<file path="src/rtl/f_fetch_queue.sv">
// Instruction fetch queue: keeps at most one imem read outstanding and buffers the
// returned words in a DEPTH-entry FIFO for decode; flush drops queued and in-flight fetches.
module f_fetch_queue #(
    parameter int          DEPTH      = 4,
    parameter logic [31:0] RESET_ADDR = 32'h0000_3000
) (
    input  logic        clk,
    input  logic        reset,
    input  logic [31:0] pc,
    output logic        pc_we,
    input  logic        flush,
    output logic        imem_req,
    output logic [31:0] imem_addr,
    input  logic        imem_ack,
    input  logic [31:0] imem_rdata,
    output logic        d_valid,
    input  logic        d_ready,
    output logic [31:0] d_instr,
    output logic [31:0] d_pc
);
    localparam int          PW         = $clog2(DEPTH);
    localparam logic [PW:0] FULL_COUNT = (PW+1)'(DEPTH);

    typedef enum logic [1:0] {IDLE, WAIT, DROP} state_t;

    state_t        state_reg;
    logic          imem_req_reg;
    logic [31:0]   imem_addr_reg;
    logic [PW:0]   count_reg;
    logic [PW-1:0] rd_ptr_reg;
    logic [PW-1:0] wr_ptr_reg;

    logic [31:0]   entry_instr [DEPTH];
    logic [31:0]   entry_addr  [DEPTH];

    logic push;
    logic pop;
    logic issue;

    assign push  = (state_reg == WAIT) && imem_ack && !flush;
    assign pop   = (count_reg != '0) && d_ready && !flush;
    // Only issue while there is still a free slot, so an in-flight result always fits.
    assign issue = (state_reg == IDLE) && !flush && (count_reg < FULL_COUNT);

    // The PC advances on an accepted fetch and loads the redirect target on flush.
    assign pc_we = reset && (push || flush);

    assign imem_req  = imem_req_reg;
    assign imem_addr = imem_addr_reg;
    assign d_valid   = (count_reg != '0);
    assign d_instr   = entry_instr[rd_ptr_reg];
    assign d_pc      = entry_addr[rd_ptr_reg];

    always_ff @(posedge clk or negedge reset) begin
        if (!reset) begin
            state_reg     <= IDLE;
            imem_req_reg  <= 1'b0;
            imem_addr_reg <= RESET_ADDR;
            count_reg     <= '0;
            rd_ptr_reg    <= '0;
            wr_ptr_reg    <= '0;
        end else begin
            if (flush) begin
                count_reg  <= '0;
                rd_ptr_reg <= '0;
                wr_ptr_reg <= '0;
            end else begin
                if (push) begin
                    wr_ptr_reg <= wr_ptr_reg + PW'(1);
                end
                if (pop) begin
                    rd_ptr_reg <= rd_ptr_reg + PW'(1);
                end
                case ({push, pop})
                    2'b10:   count_reg <= count_reg + (PW+1)'(1);
                    2'b01:   count_reg <= count_reg - (PW+1)'(1);
                    default: count_reg <= count_reg;
                endcase
            end

            case (state_reg)
                IDLE: begin
                    if (issue) begin
                        state_reg     <= WAIT;
                        imem_req_reg  <= 1'b1;
                        imem_addr_reg <= pc;
                    end
                end
                WAIT: begin
                    if (imem_ack) begin
                        state_reg    <= IDLE;
                        imem_req_reg <= 1'b0;
                    end else if (flush) begin
                        state_reg <= DROP;
                    end
                end
                DROP: begin
                    if (imem_ack) begin
                        state_reg    <= IDLE;
                        imem_req_reg <= 1'b0;
                    end
                end
                default: begin
                    state_reg    <= IDLE;
                    imem_req_reg <= 1'b0;
                end
            endcase
        end
    end

    // Entries reset to RESET_ADDR so d_pc shows it while the queue is held in reset.
    generate
        for (genvar gi = 0; gi < DEPTH; gi++) begin : g_entry
            logic [31:0] instr_reg;
            logic [31:0] addr_reg;

            always_ff @(posedge clk or negedge reset) begin
                if (!reset) begin
                    instr_reg <= '0;
                    addr_reg  <= RESET_ADDR;
                end else if (push && (wr_ptr_reg == PW'(gi))) begin
                    instr_reg <= imem_rdata;
                    addr_reg  <= imem_addr_reg;
                end
            end

            assign entry_instr[gi] = instr_reg;
            assign entry_addr[gi]  = addr_reg;
        end
    endgenerate

endmodule

</file>
<file path="config.mk">
export PLATFORM = sky130hd
export DESIGN_NAME = f_fetch_queue
export DESIGN_NICKNAME = d
export VERILOG_FILES = /design/src/rtl/f_fetch_queue.sv
export SDC_FILE = /design/constraint.sdc
export NUM_CORES = 1
export LEC_CHECK = 0
export BUFFER_PORTS_ARGS = -buffer_cell sky130_fd_sc_hd__buf_2
export CAP_MARGIN = 0
export CORE_AREA = 5 5 189 154
export CTS_CLUSTER_DIAMETER = 30
export DETAILED_ROUTE_END_ITERATION = 12
export DIE_AREA = 0 0 194 159
export HOLD_SLACK_MARGIN = 0.02
export PLACE_DENSITY = 0.73
export SLEW_MARGIN = 5
export SYNTH_ARGS = -nofsm -noshare
export SYNTH_HDL_FRONTEND = slang
export SYNTH_SLANG_ARGS = --single-unit
</file>
<file path="constraint.sdc">
create_clock -name clk -period 2.15 [get_ports clk]
set_clock_uncertainty 0.2 [all_clocks]
set_input_delay 0.43 -clock clk [delete_from_list [all_inputs] [get_ports clk]]
set_output_delay 0.43 -clock clk [all_outputs]
set_load 0.01 [all_outputs]
</file>
* Word-level counts from Yosys, hierarchy flattened
Cells that the tools add are included.
** Operators by class
- $lt $le $gt $ge :: 2
- Eq/ne operators :: 11
- Divide/modulo/power cells :: 0
- Reductions and logical operators :: 23
- Mux-type cells :: 20
- Shift operators :: 0
- Bitwise operators :: 1
- Add/subtract/negate cells :: 4
- $mul :: 0
** Operators with widths (number)
- $bmux W32 S2 :: 2
- $mux W32 :: 4
- $mux W2 :: 8
- $logic_and A1 B1 Y1 :: 11
- $eq A2 B2 Y1 const B :: 4
- $eq A2 B1 Y1 const B :: 3
- $pmux W2 S3 :: 1
- $pmux W3 S2 :: 1
- $reduce_bool A3 Y1 :: 2
- $add A2 B1 Y2 const B :: 2
- $logic_not A2 Y1 :: 2
- $ne A2 B2 Y1 const B :: 2
- $reduce_and A2 Y1 :: 2
- $reduce_bool A2 Y1 :: 2
- $add A3 B1 Y3 const B :: 1
- $ge A3 B3 Y1 const B :: 1
- $lt A3 B3 Y1 const B :: 1
- $mux W3 :: 1
- $ne A3 B3 Y1 const B :: 1
- $not A2 Y3 :: 1
- $reduce_and A3 Y1 :: 1
- $sub A3 B1 Y3 const B :: 1
- $mux W1 :: 2
- $ne A2 B1 Y1 const B :: 1
- other kinds (4) :: 4
** Word-level totals
- Latch bits :: 0
- Register bits :: 298
- Memory bits (writable) :: 0
- Memory bits (read-only) :: 0
- Output and inout port bits :: 99
- Logic and storage cells :: 75
- Bits of input ports :: 69
- Memories :: 0

* Depth between registers and ports, before layout
Gate-level depths: netlist of the first run.
- Word-level depth :: 6
- Gate-level depth with buffers :: 9
- Gate-level depth less buffers :: 8

* Least setup slack after synthesis of the first run
OpenSTA, ideal clock, no wires.
- Path kind :: register to register
- Start :: register state_reg[1]
- End :: register count_reg[2]
- Setup time :: 125 ps
- Stages on the path, launching flop included :: 10
- Period minus slack after synthesis :: 2250 ps
- Slack :: -100 ps
- Arrival time :: 1925 ps
- Cells stage by stage :: dfrtp_1 > inv_1 > ha_1 > and2_2 > buf_4 > nor3_1 > fa_1 > nand3b_1 > o21ai_0 > a2111oi_0
** On the way
- Cells in the longest elaborated chain, start to end :: 6
- Elaborated cells on any way between the ends :: 8
- Classes of those cells :: eq/ne: 3; mux: 2; reduce/logical: 3
** Ends and longest elaborated chain
- start: declaration :: line 26 : state_t state_reg;
- start signal: assignment :: line 56 : state_reg <= IDLE;
- start signal: assignment :: line 84 : state_reg <= WAIT;
- start signal: assignment :: line 91 : state_reg <= IDLE;
- $eq A2 B1 Y1 (*) :: line 40 : assign push = (state_reg == WAIT) && imem_ack && !flush;
- $logic_and A1 B1 Y1 (*) (2 in a row) :: line 40
- $eq A2 B1 Y1 / $eq A2 B2 Y1 (equally long branches) :: line 74 : case ({push, pop})
- $pmux W3 S2 :: line 74
- $mux W3 :: line 63 : if (flush) begin
- end signal: assignment :: line 75 : 2'b10: count_reg <= count_reg + (PW+1)'(1);
- end signal: assignment :: line 76 : 2'b01: count_reg <= count_reg - (PW+1)'(1);
- end signal: assignment :: line 77 : default: count_reg <= count_reg;
- end: declaration :: line 29 : logic [PW:0] count_reg;
Mark *: on every way between the ends. The rest lies on a longest branch, timed or not.
A chain may end at the register's enable or synchronous reset.

* Worst setup path after layout of the first run
- Start :: register rd_ptr_reg[0]
- End :: output d_instr[31]
** On the way
- Cells in the longest elaborated chain, start to end :: 4
** Ends and longest elaborated chain
- start: declaration :: line 30 : logic [PW-1:0] rd_ptr_reg;
- start signal: assignment :: line 72 : rd_ptr_reg <= rd_ptr_reg + PW'(1);
- $not A2 Y3 (not written as such) :: line 51 : assign d_instr = entry_instr[rd_ptr_reg];
- $bmux W32 S2 :: line 51
- $mux W32 (not written as such) (2 in a row) :: line 51
- end: declaration :: line 18 : output logic [31:0] d_instr,
Every way passes these cells. The select of a mux whose other input is x is not followed.

==> flow_summary.ini, run 1 <==
[status]
status = complete, but fails checks
violations = setup timing

[yosys]
syn_inst = 758
synth_commonest_cells = 289 x mux2_2, 288 x dfrtp_1, 64 x mux4_2
synth_top_area_frac = 0.5546
synthesis.nets = 836
yosysSeqAreaShare = 0.5748
synth.avg_cell_area_um2 = 17.14
synth_edf_count = 0
synthArstFlopShare = 1.000
netlist_area_um2 = 12990
ys_seq_elements = 298
synthTopCellsByArea = dfrtp_1 55%, mux2_2 25%, mux4_2 11%, buf_6 2.1%, dfstp_2 2.0%
synth_cell_types = 34
synth_top_flop_cell = dfrtp_1
yosysMostFrequentCell = mux2_2
synth_area_leader_cell = dfrtp_1
yosysWarnings = 0

[place]
placed_area_um2 = 14350
dp_cells = 1269
post-place-ws_ps = 15.84
io_buffers = 167
place.gp.congestion = 0.7353
dp_hpwl_mm = 16.40

[layout]
drive_gt1_frac = 0.6241
final_cell_area_um2 = 17190
antenna_cells = 0
finalNonFillerCells = 1444
final_util = 0.6377
nets = 1113
area_growth_pct = 32.29

[timing]
slew_headroom = 0.4224
rsz0062_at_grt = yes
fmax_ghz = 0.3814
setup_viol = 65
setup_slack_ps = -471.6
hold_viol = 0
post-route-min-period_ps = 2622
tightest_slew_ps = 866.3
slew_viol_final = 0
timing.final.crit_share = 1.219
tns_ps = -26860

[global_route]
grtUsageTotal = 0.1848
antenna_found_initial = 1
grt_max_degree = 145
met1_usage = 0.2439
grt_pass1_vias = 8702
busiest_layer = met2
grt_pass1_wl_mm = 46.98
grt.overflow.total = 0
grtUsageMet2 = 0.3047
met3_usage = 0.05268

[floorplanning]
ioPinCount = 168
die-area_um2 = 30850
core_area_um2 = 26960
die_y_um = 159
fp-row-count = 54
die_w_um = 194
start_util = 0.4820

[route]
wl_per_cell_um = 19.32
via_count = 7590
drt_pass1_iterations = 4
wl_mm = 27.90
vias_per_cell = 5.256
drt_first_iter_violations = 220
detail-route-antenna-nets = 0
drcViolationCount = 0

[power]
ir_drop_uv = 1138
power.density_nw_per_um2 = 1519
p_leak_uw = 0.008067

[clock_tree]
clk_pin_slew_ps = 50
cts_root_buf = clkbuf_16
cts.sinks = 298
h-tree-depth = 2
clock_tree.buffer_depth = 3
worstSkewPairLatency_ps = 550
cts_buffers = 53
cts_tree = yes

[worst_setup_path]
start_kind = flop
cp-end-kind = output port
cp.required_ps = 1520
critPathArrivalTime_ps = 1990
crit_type = flop to output port
path_max_fanout = 22

[worst_hold_path]
hold_class = primary input to flop

[flow_run]
cap_viol_max_count = 0
[cells in the final DEF (no fill, tap or decap), types with 2 or more instances in the layout]
| cell | instances |
|---|---|
| a21oi_1 | 3 |
| buf_12 | 17 |
| buf_2 | 135 |
| buf_4 | 15 |
| buf_6 | 33 |
| bufinv_16 | 6 |
| clkbuf_1 | 8 |
| clkbuf_16 | 55 |
| clkbuf_8 | 8 |
| clkinv_2 | 4 |
| clkinv_4 | 5 |
| clkinvlp_4 | 6 |
| dfrtp_1 | 286 |
| dfstp_2 | 10 |
| dlygate4sd3_1 | 65 |
| ha_1 | 7 |
| inv_1 | 5 |
| inv_6 | 8 |
| mux2_2 | 289 |
| mux4_2 | 64 |
| nand2_1 | 3 |
| nand2_4 | 5 |
| nor2_1 | 6 |
| nor3_1 | 3 |
| o21ai_0 | 5 |
| xnor2_1 | 4 |
| xor2_1 | 2 |
[report_power, final]
group / switching, uW / total [uW] / internal [uW] / leakage [uW]
clock: 2820 / 8520 / 5700 / 0.000903
combinational: 3280 / 8310 / 5030 / 0.00332
sequential: 1420 / 9280 / 7860 / 0.00384
total: 7520 / 26100 / 18600 / 0.00807
[worst max-delay path, stage by stage, from the launching register on]
cell and delay (ps):
dfrtp_4 470, buf_12 230, mux4_2 580, buf_6 150
[metal layers]
layer,vias to the layer above,share of wire
met1,3963,0.44
met3,47,0.056
met2,166,0.49
met5,-,0.00039
li1,3412,-
met4,2,0.017
[final timing paths]
kind / to / cells after the start / slack [ps] / from
max in group asynchronous: g_entry[3].instr_reg[2] / 3 / 690 / reset
min in group asynchronous: imem_addr[29] / 3 / 290 / reset
worst min register to register: g_entry[2].addr_reg[27] / 1 / 300 / g_entry[2].addr_reg[27]
worst min-delay path: count_reg[2] / 2 / 40 / flush
worst max-delay path: d_instr[31] / 3 / -470 / rd_ptr_reg[0]
worst max register to register: count_reg[2] / 7 / 40 / count_reg[2]
[layout make-up]
class | count | area [um^2]
Inverter | 6 | 22.52
Multi-Input combinational cell | 410 | 5197
Sequential cell | 298 | 7475
Clock buffer | 71 | 1516
Tap cell | 364 | 455.4
Timing Repair Buffer | 266 | 2166
Clock inverter | 29 | 359.1
Fill cell | 1911 | 9767
[per-stage QoR]
| step | hold slack (ps) | total power [uW] |
|---|---|---|
| after detailed placement | 286.2 | 16890 |
| final | 44.36 | 26110 |
| after global routing | 27.14 | 27580 |
| after global placement | 281.3 | 16610 |
| after CTS | 27.18 | 26360 |
| after floorplan | -65.59 | 14080 |
[kinds of logic after synthesis]
family                     synth area share
muxes                                0.3614
DFF                                  0.5748
buffers and inverters               0.03129
xor gates and xnor gates           0.004044
AOI/OAI and AO/OA                  0.007895
adders and majority gates          0.009244
and+or+nand+nor                     0.01136
[what timing repair did]
item | 4_1_cts | 5_1_grt
pin swaps | 2 | 3
gates resized for setup | 42 | 5
endpoints found under the hold margin | 448 | 0
hold buffers | 65 | 0
setup endpoints to repair | 66 | 67
buffers inserted | 8 | 2
Note: power is estimated with default switching activity, not from simulation.
==> run 2: changes to the inputs <==
--- a/config.mk
+++ b/config.mk
@@ -8,6 +8,7 @@
 export BUFFER_PORTS_ARGS = -buffer_cell sky130_fd_sc_hd__buf_2
 export CAP_MARGIN = 0
 export CORE_AREA = 5 5 189 154
+export CTS_BUF_LIST = sky130_fd_sc_hd__clkbuf_8
 export CTS_CLUSTER_DIAMETER = 30
 export DETAILED_ROUTE_END_ITERATION = 12
 export DIE_AREA = 0 0 194 159
==> run 2 against run 1 <==
Net effect:
- the run still ends with setup timing left
- final cell count rose by 0.76%
- maximum frequency fell by 1.7%
- sequential cell count did not move
- first-iteration DRC count rose by 25%
- global-route usage fell by 0.062 points
- hold slack improved by 30 ps
==> flow_summary.ini, run 2 (same netlist as run 1, synthesis figures left out) <==
[status]
status = complete, but fails checks
violations = setup timing

[timing]
hold_viol = 0
tns_ps = -30880
fmax_ghz = 0.3751
setup_viol = 65
post-route-min-period_ps = 2666
slew_viol_final = 0
tightest_slew_ps = 787.1
slew_headroom = 0.4752
setup_slack_ps = -516.3
timing.final.crit_share = 1.240
rsz0062_at_grt = yes

[clock_tree]
worstSkewPairLatency_ps = 590
cts.sinks = 298
cts_buffers = 55
cts_root_buf = clkbuf_8
h-tree-depth = 2
clk_pin_slew_ps = 60
clock_tree.buffer_depth = 3
cts_tree = yes

[route]
vias_per_cell = 5.220
wl_mm = 28.20
detail-route-antenna-nets = 0
drcViolationCount = 0
drt_pass1_iterations = 4
wl_per_cell_um = 19.38
via_count = 7595
drt_first_iter_violations = 274

[worst_setup_path]
cp-end-kind = output port
timing.reg2reg.setup_slack_ps = 50
cp.required_ps = 1520
crit_type = flop to output port
worstReg2RegEnd = count_reg[2]
reg2reg_depth = 7
worstReg2RegStart = count_reg[2]
path_max_fanout = 6
critPathArrivalTime_ps = 2040
start_kind = flop

[power]
power.density_nw_per_um2 = 1437
p_clk_frac = 0.251
p_sw_uw = 7306
p_comb_frac = 0.368
intPower_uw = 16950
finalPower_uw = 24250
ir_drop_uv = 823.2
swShare = 0.3013
pwr-share-seq = 0.382
p_leak_uw = 0.007955

[floorplanning]
die-area_um2 = 30850
ioPinCount = 168
die_w_um = 194
core_area_um2 = 26960
start_util = 0.4820
die_y_um = 159
fp-row-count = 54

[place]
post-place-ws_ps = 15.84
placed_area_um2 = 14350
place.gp.congestion = 0.7353
dp_hpwl_mm = 16.40
io_buffers = 167

[layout]
drive_gt1_frac = 0.6260
area_growth_pct = 29.86
final_cell_area_um2 = 16870
antenna_cells = 0
final_util = 0.6260
final_common_cell = mux2_2
nets = 1124
mostFrequentLayoutCells = 289 x mux2_2, 286 x dfrtp_1, 117 x buf_2, 67 x clkbuf_8, 66 x dlygate4sd3_1

[worst_hold_path]
hold_class = primary input to flop
min_to = rd_ptr_reg[1]
min_path_cells = 4
hold_start = d_ready

[global_route]
grt.overflow.total = 0
grt_max_degree = 145
antenna_found_initial = 1
grt_pass1_vias = 8653
grt_pass1_wl_mm = 46.68
grtUsageTotal = 0.1842

[flow_run]
cap_viol_max_count = 0
==> run 2: changes by cell type in the layout (fill, tap and decap cells not counted), moves of 4 or more <==
cell and delta:
inv_6 -7, buf_2 -18, clkinv_2 +4, buf_6 +20, clkbuf_8 +59, clkbuf_1 -8, inv_1 +9, clkbuf_16 -53
==> run 2: critical path: stages (launching register included) <==
cell and delay [ps]:
dfrtp_4 470, buf_6 140, clkbuf_16 160, mux4_2 520, buf_6 140
==> run 2: worst max path at each step <==
stage | from | endpoint | slack, ps | cells past startpoint
final | rd_ptr_reg[0] | d_instr[27] | -520 | 4
after global routing | rd_ptr_reg[0] | d_instr[21] | -600 | 3
after global placement | state_reg[1] | count_reg[2] | 50 | 8
after detailed placement | state_reg[1] | count_reg[2] | 20 | 8
after floorplan | state_reg[1] | count_reg[2] | 10 | 9
after CTS | rd_ptr_reg[0] | d_pc[2] | -560 | 4
==> run 2: final cells by class <==
cell class                      instances  area, um^2
Clock inverter                         35       370.4
Multi-Input combinational cell        410        5199
Clock buffer                           67       922.1
Tap cell                              364       455.4
Fill cell                            1974       10080
Timing Repair Buffer                  275        2431
Inverter                                6       22.52
Sequential cell                       298        7475
==> run 2: routing by layer <==
layer | track usage | up-vias | share of wire
met1 | 0.2424 | 3963 | 0.44
met2 | 0.3052 | 166 | 0.48
li1 | - | 3421 | -
met5 | 0 | - | 0.00032
met4 | 0.05080 | 2 | 0.017
met3 | 0.04993 | 43 | 0.057
==> run 2: timing repair <==
action                                  in CTS  in global routing
cloned                                       2                  2
hold buffers                                66                  0
resized for setup                           44                 36
pin swaps                                    5                  2
endpoints found under the setup margin      67                 67
setup buffers                               12                  4
endpoints found under the hold margin      449                  0
==> run 2: metrics by stage <==
stage,instances,hold WS [ps]
floorplan,758,-65.59
global placement,1269,281.3
detailed placement,1269,286.2
CTS,1451,34.46
global route,1455,85.04
finish,1455,74.31
==> run 2: power by group through the flow <==
stage	Combinational [uW]	Clock, uW	Sequential [uW]
final	8920	6080	9260
after global routing	9610	6540	9570
after CTS	8500	6230	9250
after detailed placement	7550	0	9330
after global placement	7360	0	9250
after floorplan	5110	0	8970
